==> config.mk <==
export PLATFORM = sky130hd
export DESIGN_NAME = adder_chunked
export DESIGN_NICKNAME = d
export VERILOG_FILES = /design/src/rtl/adder_chunked.sv
export SDC_FILE = /design/constraint.sdc
export NUM_CORES = 1
export LEC_CHECK = 0
export CAP_MARGIN = 20
export CORE_MARGIN = 2
export CORE_UTILIZATION = 50
export DETAILED_ROUTE_END_ITERATION = 10
export HOLD_SLACK_MARGIN = 0.15
export PLACE_DENSITY = 0.79
export SYNTH_ARGS = -nofsm -noshare
export SYNTH_HDL_FRONTEND = slang
export SYNTH_SLANG_ARGS = --single-unit
==> constraint.sdc <==
create_clock -name clk -period 4.61 [get_ports clk]
set_clock_uncertainty 0.05 [all_clocks]
set_input_delay 0.6915 -clock clk [delete_from_list [all_inputs] [get_ports clk]]
set_output_delay 0.6915 -clock clk [all_outputs]
set_load 0.05 [all_outputs]
==> src/rtl/adder_chunked.sv <==
// ----------------------------------------------------------------------------
// adder_chunked
//
// A multi-cycle adder/subtractor. It adds two WIDTH-bit operands CHUNK bits
// per clock cycle, with a valid/ready handshake on both the operand side and
// the result side.
//
// Sequence: accept the operands in IDLE, run N = WIDTH/CHUNK ADD cycles from
// the least significant chunk upwards, then hold the result in DONE until the
// consumer takes it.
//
// Parameters
//   WIDTH     operand and result width. It must be a multiple of CHUNK.
//   CHUNK     number of bits added per clock cycle.
//
// Ports
//   clk       clock; all state changes on the rising edge.
//   reset     synchronous, active-high reset. It overrides every other event.
//   in_valid  the operands a/b/ci/sub are valid.
//   in_ready  high only in IDLE. An operand set is accepted on
//             in_valid && in_ready.
//   a, b      operands (unsigned or two's complement).
//   ci        carry-in, used in add mode only.
//   sub       0: s = a + b + ci
//             1: s = a - b (ci is ignored)
//   out_valid high only in DONE. s/co/ov are stable while it is high.
//   out_ready the consumer accepts the result.
//   s         sum or difference, modulo 2^WIDTH.
//   co        carry out of the MSB. In subtract mode, 1 means no borrow.
//   ov        two's-complement signed overflow.
// ----------------------------------------------------------------------------
module adder_chunked #(
    parameter int WIDTH = 16,
    parameter int CHUNK = 4
) (
    input  logic             clk,
    input  logic             reset,
    input  logic             in_valid,
    output logic             in_ready,
    input  logic [WIDTH-1:0] a,
    input  logic [WIDTH-1:0] b,
    input  logic             ci,
    input  logic             sub,
    output logic             out_valid,
    input  logic             out_ready,
    output logic [WIDTH-1:0] s,
    output logic             co,
    output logic             ov
);

    localparam int N  = WIDTH / CHUNK;
    localparam int CW = (N > 1) ? $clog2(N) : 1;

    typedef enum logic [1:0] {
        IDLE = 2'd0,
        ADD  = 2'd1,
        DONE = 2'd2
    } state_t;

    state_t            state_reg;
    state_t            state_next;

    logic [WIDTH-1:0]  a_reg;
    logic [WIDTH-1:0]  b_reg;          // already inverted for subtraction
    logic [WIDTH-1:0]  s_reg;
    logic              carry_reg;
    logic              co_reg;
    logic              ov_reg;
    logic [CW-1:0]     cnt_reg;

    logic              accept;
    logic              last_chunk;
    logic [CHUNK-1:0]  cur_a;
    logic [CHUNK-1:0]  cur_b;
    logic [CHUNK:0]    chunk_sum;
    logic              ov_last;

    // Split the registered operands into fixed chunk slices.
    logic [CHUNK-1:0]  a_chunk [N];
    logic [CHUNK-1:0]  b_chunk [N];

    generate
        for (genvar gi = 0; gi < N; gi++) begin : g_chunk
            assign a_chunk[gi] = a_reg[gi*CHUNK +: CHUNK];
            assign b_chunk[gi] = b_reg[gi*CHUNK +: CHUNK];
        end
    endgenerate

    assign accept     = in_valid && (state_reg == IDLE);
    assign last_chunk = (cnt_reg == CW'(N - 1));

    // Select the chunk that the counter points at.
    always_comb begin
        cur_a = '0;
        cur_b = '0;
        for (int i = 0; i < N; i++) begin
            if (cnt_reg == CW'(i)) begin
                cur_a = a_chunk[i];
                cur_b = b_chunk[i];
            end
        end
    end

    assign chunk_sum = {1'b0, cur_a} + {1'b0, cur_b} + {{CHUNK{1'b0}}, carry_reg};

    // Carry-into-MSB XOR carry-out-of-MSB gives the same result as this test:
    // both operand MSBs agree and the sum MSB differs from them. That holds
    // because b_reg is already inverted in subtract mode.
    assign ov_last = (cur_a[CHUNK-1] == cur_b[CHUNK-1]) &&
                     (chunk_sum[CHUNK-1] != cur_a[CHUNK-1]);

    // ---------------- FSM: state register ----------------
    always_ff @(posedge clk) begin
        if (reset) begin
            state_reg <= IDLE;
        end else begin
            state_reg <= state_next;
        end
    end

    // ---------------- FSM: next-state logic ----------------
    always_comb begin
        state_next = state_reg;
        case (state_reg)
            IDLE:    if (in_valid)   state_next = ADD;
            ADD:     if (last_chunk) state_next = DONE;
            DONE:    if (out_ready)  state_next = IDLE;
            default:                 state_next = IDLE;
        endcase
    end

    // ---------------- FSM: outputs ----------------
    always_comb begin
        in_ready  = (state_reg == IDLE);
        out_valid = (state_reg == DONE);
    end

    // ---------------- Datapath ----------------
    always_ff @(posedge clk) begin
        if (reset) begin
            a_reg     <= '0;
            b_reg     <= '0;
            s_reg     <= '0;
            carry_reg <= 1'b0;
            co_reg    <= 1'b0;
            ov_reg    <= 1'b0;
            cnt_reg   <= '0;
        end else if (accept) begin
            // a - b is computed as a + ~b + 1.
            a_reg     <= a;
            b_reg     <= sub ? ~b : b;
            carry_reg <= sub | ci;
            cnt_reg   <= '0;
        end else if (state_reg == ADD) begin
            for (int i = 0; i < N; i++) begin
                if (cnt_reg == CW'(i)) begin
                    s_reg[i*CHUNK +: CHUNK] <= chunk_sum[CHUNK-1:0];
                end
            end
            carry_reg <= chunk_sum[CHUNK];
            cnt_reg   <= cnt_reg + 1'b1;
            if (last_chunk) begin
                co_reg <= chunk_sum[CHUNK];
                ov_reg <= ov_last;
            end
        end
    end

    assign s  = s_reg;
    assign co = co_reg;
    assign ov = ov_reg;

endmodule
After elaboration in Yosys (flattened, before gate mapping). Index checks and enable logic that the tools add are counted.

Add/subtract/negate cells: 3. Equality and inequality tests: 10. Mux-type cells: 15. Bitwise gates (word level): 3. Reductions and logical operators: 11.

Operator list (number): 4-bit two-way mux (8); 16-bit two-way mux (1); 16-bit NOT (1); 3-bit AND reduction (5); 2-bit == test, second input constant (3); 2-bit two-way mux (3); 2-bit case mux with 3 select lines (1); 4-bit by 4-bit adder with 5-bit output (1); 5-bit by 1-bit adder with 5-bit output (1); 2-bit by 1-bit == test with 1-bit output, second input constant (2); 2-bit logical NOT (2); 2-bit inequality test, second input constant (2); 2-bit by 1-bit adder with 2-bit output, second input constant (1); 1-bit logical AND (2); 1-bit two-way mux (2); 2-bit by 1-bit inequality test with 1-bit output, second input constant (1); 2-bit nonzero test (1); 2-bit OR reduction (1); 1-bit == test (1); 1-bit inequality test (1); 1-bit NOT (1); 1-bit bitwise OR (1).

Flip-flop bits (word level): 55. Input bits: 38. Output and inout bits: 20. Logic and storage cells: 53.

Logic depth before layout (Yosys ltp).
Word-level depth: 9. Mapped depth: 13. Depth with buffers taken out: 12.

Worst setup path after synthesis. Ideal clock, no wire load.

Path kind: flip-flop to flip-flop. From: register cnt_reg[0]. To: register carry_reg. Setup time: 0.092 ns. Arrival time: 2.599 ns. Required time: 4.468 ns. Slack: 1.869 ns. Stages on the path, launching flop included: 14. Buffers on the path: 1. Period minus slack after synthesis: 2.741 ns. Cells stage by stage: dfxtp_1 > inv_1 > ha_1 > buf_4 > inv_1 > nor2_1 > a311oi_1 > a21oi_1 > fa_1 > fa_1 > nor2b_1 > o21a_1 > nor3b_1 > o32ai_1.

Word-level cells in the longest chain between the ends: 9. Elaborated cells on any way between the ends: 16. Classes of those cells: 2 x add/sub; 3 x eq/ne; 10 x mux; 1 x reduce/logical.

RTL lines: start: declaration (RTL line 69) `logic [CW-1:0] cnt_reg;`; start signal: assignment (RTL line 161) `cnt_reg <= cnt_reg + 1'b1;`; 2-bit logical NOT (RTL line 97) `if (cnt_reg == CW'(i)) begin`; 4-bit two-way mux (4 in a row) (RTL line 97); 4-bit by 4-bit adder with 5-bit output (*) (RTL line 104) `assign chunk_sum = {1'b0, cur_a} + {1'b0, cur_b} + {{CHUNK{1'b0}}, carry_reg};`; 5-bit by 1-bit adder with 5-bit output (*) (RTL line 104); 1-bit two-way mux (*) (RTL line 154) `end else if (state_reg == ADD) begin`; 1-bit two-way mux (*) (RTL line 148) `end else if (accept) begin`; end signal: assignment (RTL line 152) `carry_reg <= sub | ci;`; end signal: assignment (RTL line 160) `carry_reg <= chunk_sum[CHUNK];`; end: declaration (RTL line 66) `logic carry_reg;`.

Every way passes the cells marked *; elsewhere a longest branch is shown, timed or not. The select of a mux whose other input is x is not followed. A chain may end at the register's enable or synchronous reset.

Worst setup path in the final report. Ends and elaborated chain as after synthesis.

==> qor.yml <==
status:
  status: "finished clean"
cts:
  cts_buffers: 5
  postCtsHoldBufs: 0
  cts_tree: "yes"
  clkSlewWorstSetupHoldPaths_ns: 0.09
  htree_levels: 2
  ctsResizeCount: 0
  root_buffer: "clkbuf_8"
  insertion_delay_ns: 0.31
  cts_buffer_depth: 2
  clkSinkCount: 55
  cts_setup_buffers: 0
synthesis:
  syn_area_sq_mm: 0.00260
  synthFlopType: "dfxtp_1"
  yosysUniqueCellTypes: 31
  ys_ff_latch: 55
  yosysTopAreaCell: "dfxtp_1"
  yosysMostFrequentCell: "dfxtp_1"
  synth.area.top_cells: "dfxtp_1, a211oi_1, nand2_1"
  yosys-top-cells-count: "dfxtp_1, nand2_1, a21oi_1"
  async_flop_share: 0
  synth.top_cell.area_share: 0.423
  syn-num-nets: 355
  syn_inst: 308
  yosys_warnings: 0
  synth_edf_count: 0
  avgSynthCellArea_sq_um: 8.45
  yosysSeqAreaShare: 0.423
drt:
  drt_iter0_markers: 77
  wirelength_mm: 5.40
  top_layer: "met4"
  drtPass1Iterations: 4
  route.antenna.remaining_nets: 0
  drt-met1-wl_mm: 2.48
  route.detailed.drc: 0
  vias: 2191
  wl_met3_um: 252
  dr_wl_met2_mm: 2.56
  vias_per_cell: 5.22
  routedWlPerCell_um: 12.9
placed_design:
  dp_hpwl_mm: 4.03
  io_buffer_count: 57
  gp_congestion: 0.805
  placedInstanceArea_sq_mm: 0.00314
  dp.cells: 412
cells_and_area:
  stdcell_area_sq_mm: 0.00326
  drive_above_1_share: 0.0371
  filler_cell_count: 493
  nets: 396
  syn_to_final_growth_pct: 25.4
  num_antenna_cells: 0
  final-instance-count-excl-fill: 420
timing:
  fmax_mhz: 328
  hold_viol: 0
  slew_violations: 0
  min_period_over_period: 0.661
  max_slew_margin: 0.326
  holdWs_ns: 0.417
  min_period_ns: 3.05
  rsz0062_at_grt: "false"
  final-setup-viol-count: 0
  setup_tns_ns: 0
  tightest_slew_ns: 1.01
setup_path:
  cp_slowest_cell: "fa_1"
  worstPathMaxFanout: 10
  end_kind: "register"
  path_class: "reg2reg"
  rrSetupSlack_ns: 1.56
  reg2reg_from: "cnt_reg[0]"
  crit_path_start: "cnt_reg[0]"
  crit_path_cell_trace: "inv_1 > ha_1 > inv_1 > nor2_1 > a311oi_1 > a21oi_1 > fa_1 > fa_1 > nor2b_1 > o21a_1 > nor3b_1 > o32ai_1"
  cp-endpoint: "carry_reg"
  cp.required_ns: 4.77
  rr_worst_depth: 12
  r2r_end: "carry_reg"
  arrival_ns: 3.21
  critical_path.max_stage_delay_ns: 0.44
  start_kind: "register"
global_routing:
  grt_max_degree: 58
  grt.total_usage: 0.197
  grt_pass1_wl_mm: 9.47
  antenna_found_initial: 0
  grt_overflow: 0
  grt_pass1_vias: 2102
min_path:
  min_from: "a_reg[10]"
  worstHoldPathType: "reg2reg"
floorplan:
  fp.dieH_um: 76.1
  start_util: 0.513
  die_x_um: 76.1
  coreArea_sq_mm: 0.00507
  io_pins: 58
  num_rows: 26
  die_area_sq_mm: 0.00580
pwr:
  max-vdd-ir-drop_mv: 0.149
  p_per_area_mw_per_mm2: 325
  leakage_nw: 1.15
flow_run:
  cap_viol_max_count: 0
[metrics by stage]
step	total power, mW	setup slack [ns]	util
after floorplan	0.675	1.87	-
after global placement	0.738	1.76	0.620
after detailed placement	0.744	1.58	0.620
after CTS	1.07	1.57	0.643
after global routing	1.11	1.27	0.643
final	1.06	1.56	0.643
[layout make-up]
class	count	area, sq um	area share
flip-flops and latches	55	1100	0.338
clock buffers	6	82.6	0.0253
multi-input cells	224	1360	0.417
clock inverters	2	35.0	0.0107
repair buffers	59	581	0.178
well taps	70	87.6	0.0269
inverters	4	15.0	0.00460
[cells in the final DEF (no fill, tap or decap), drive strengths merged, types with 5 or more instances in the layout]
cell	count
a211oi	26
a21oi	35
and2	5
clkbuf	6
clkdlybuf4s50	56
dfxtp	55
ha	7
nand2	48
nand2b	5
nand3b	15
nor2	34
xnor2	19
[critical path, delay by kind of cell, from the launching register on]
family | cells | cell delay [ns]
AO/OA/AOI/OAI | 4 | 0.76
flip-flops | 1 | 0.41
adder cells (fa/ha/maj) | 3 | 1.17
AND/OR/NAND/NOR | 3 | 0.25
buffers and inverters | 2 | 0.30
[cell families after synthesis]
| logic type | after synthesis | share of synthesized area |
|---|---|---|
| mux | 3 | 0.0115 |
| buf+inv | 29 | 0.0539 |
| compound gates | 76 | 0.190 |
| flops | 55 | 0.423 |
| fa+ha+maj | 9 | 0.0491 |
| xor+xnor | 19 | 0.0640 |
| simple gates | 117 | 0.209 |
[metal layers]
| layer | track usage | vias up |
|---|---|---|
| li1 | - | 1124 |
| met1 | 0.247 | 999 |
| met2 | 0.334 | 55 |
| met3 | 0.0498 | 13 |
| met4 | 0.0636 | 0 |
| met5 | 0 | - |
[worst min path at each step]
stage                      endpoint  slack (ns)  cells after the start
after floorplan            a_reg[0]        0.39                      2
after global placement        s[15]        0.39                      2
after detailed placement   a_reg[4]        0.40                      2
after CTS                  a_reg[4]        0.42                      2
after global routing       a_reg[1]        0.43                      2
final                     a_reg[10]        0.42                      2
[report_power, final]
| part | total (mW) | internal (mW) | switching, mW |
|---|---|---|---|
| sequential | 0.522 | 0.504 | 0.0185 |
| clock | 0.329 | 0.176 | 0.153 |
| combinational | 0.209 | 0.0969 | 0.113 |
(Power assumes the default switching activity.)
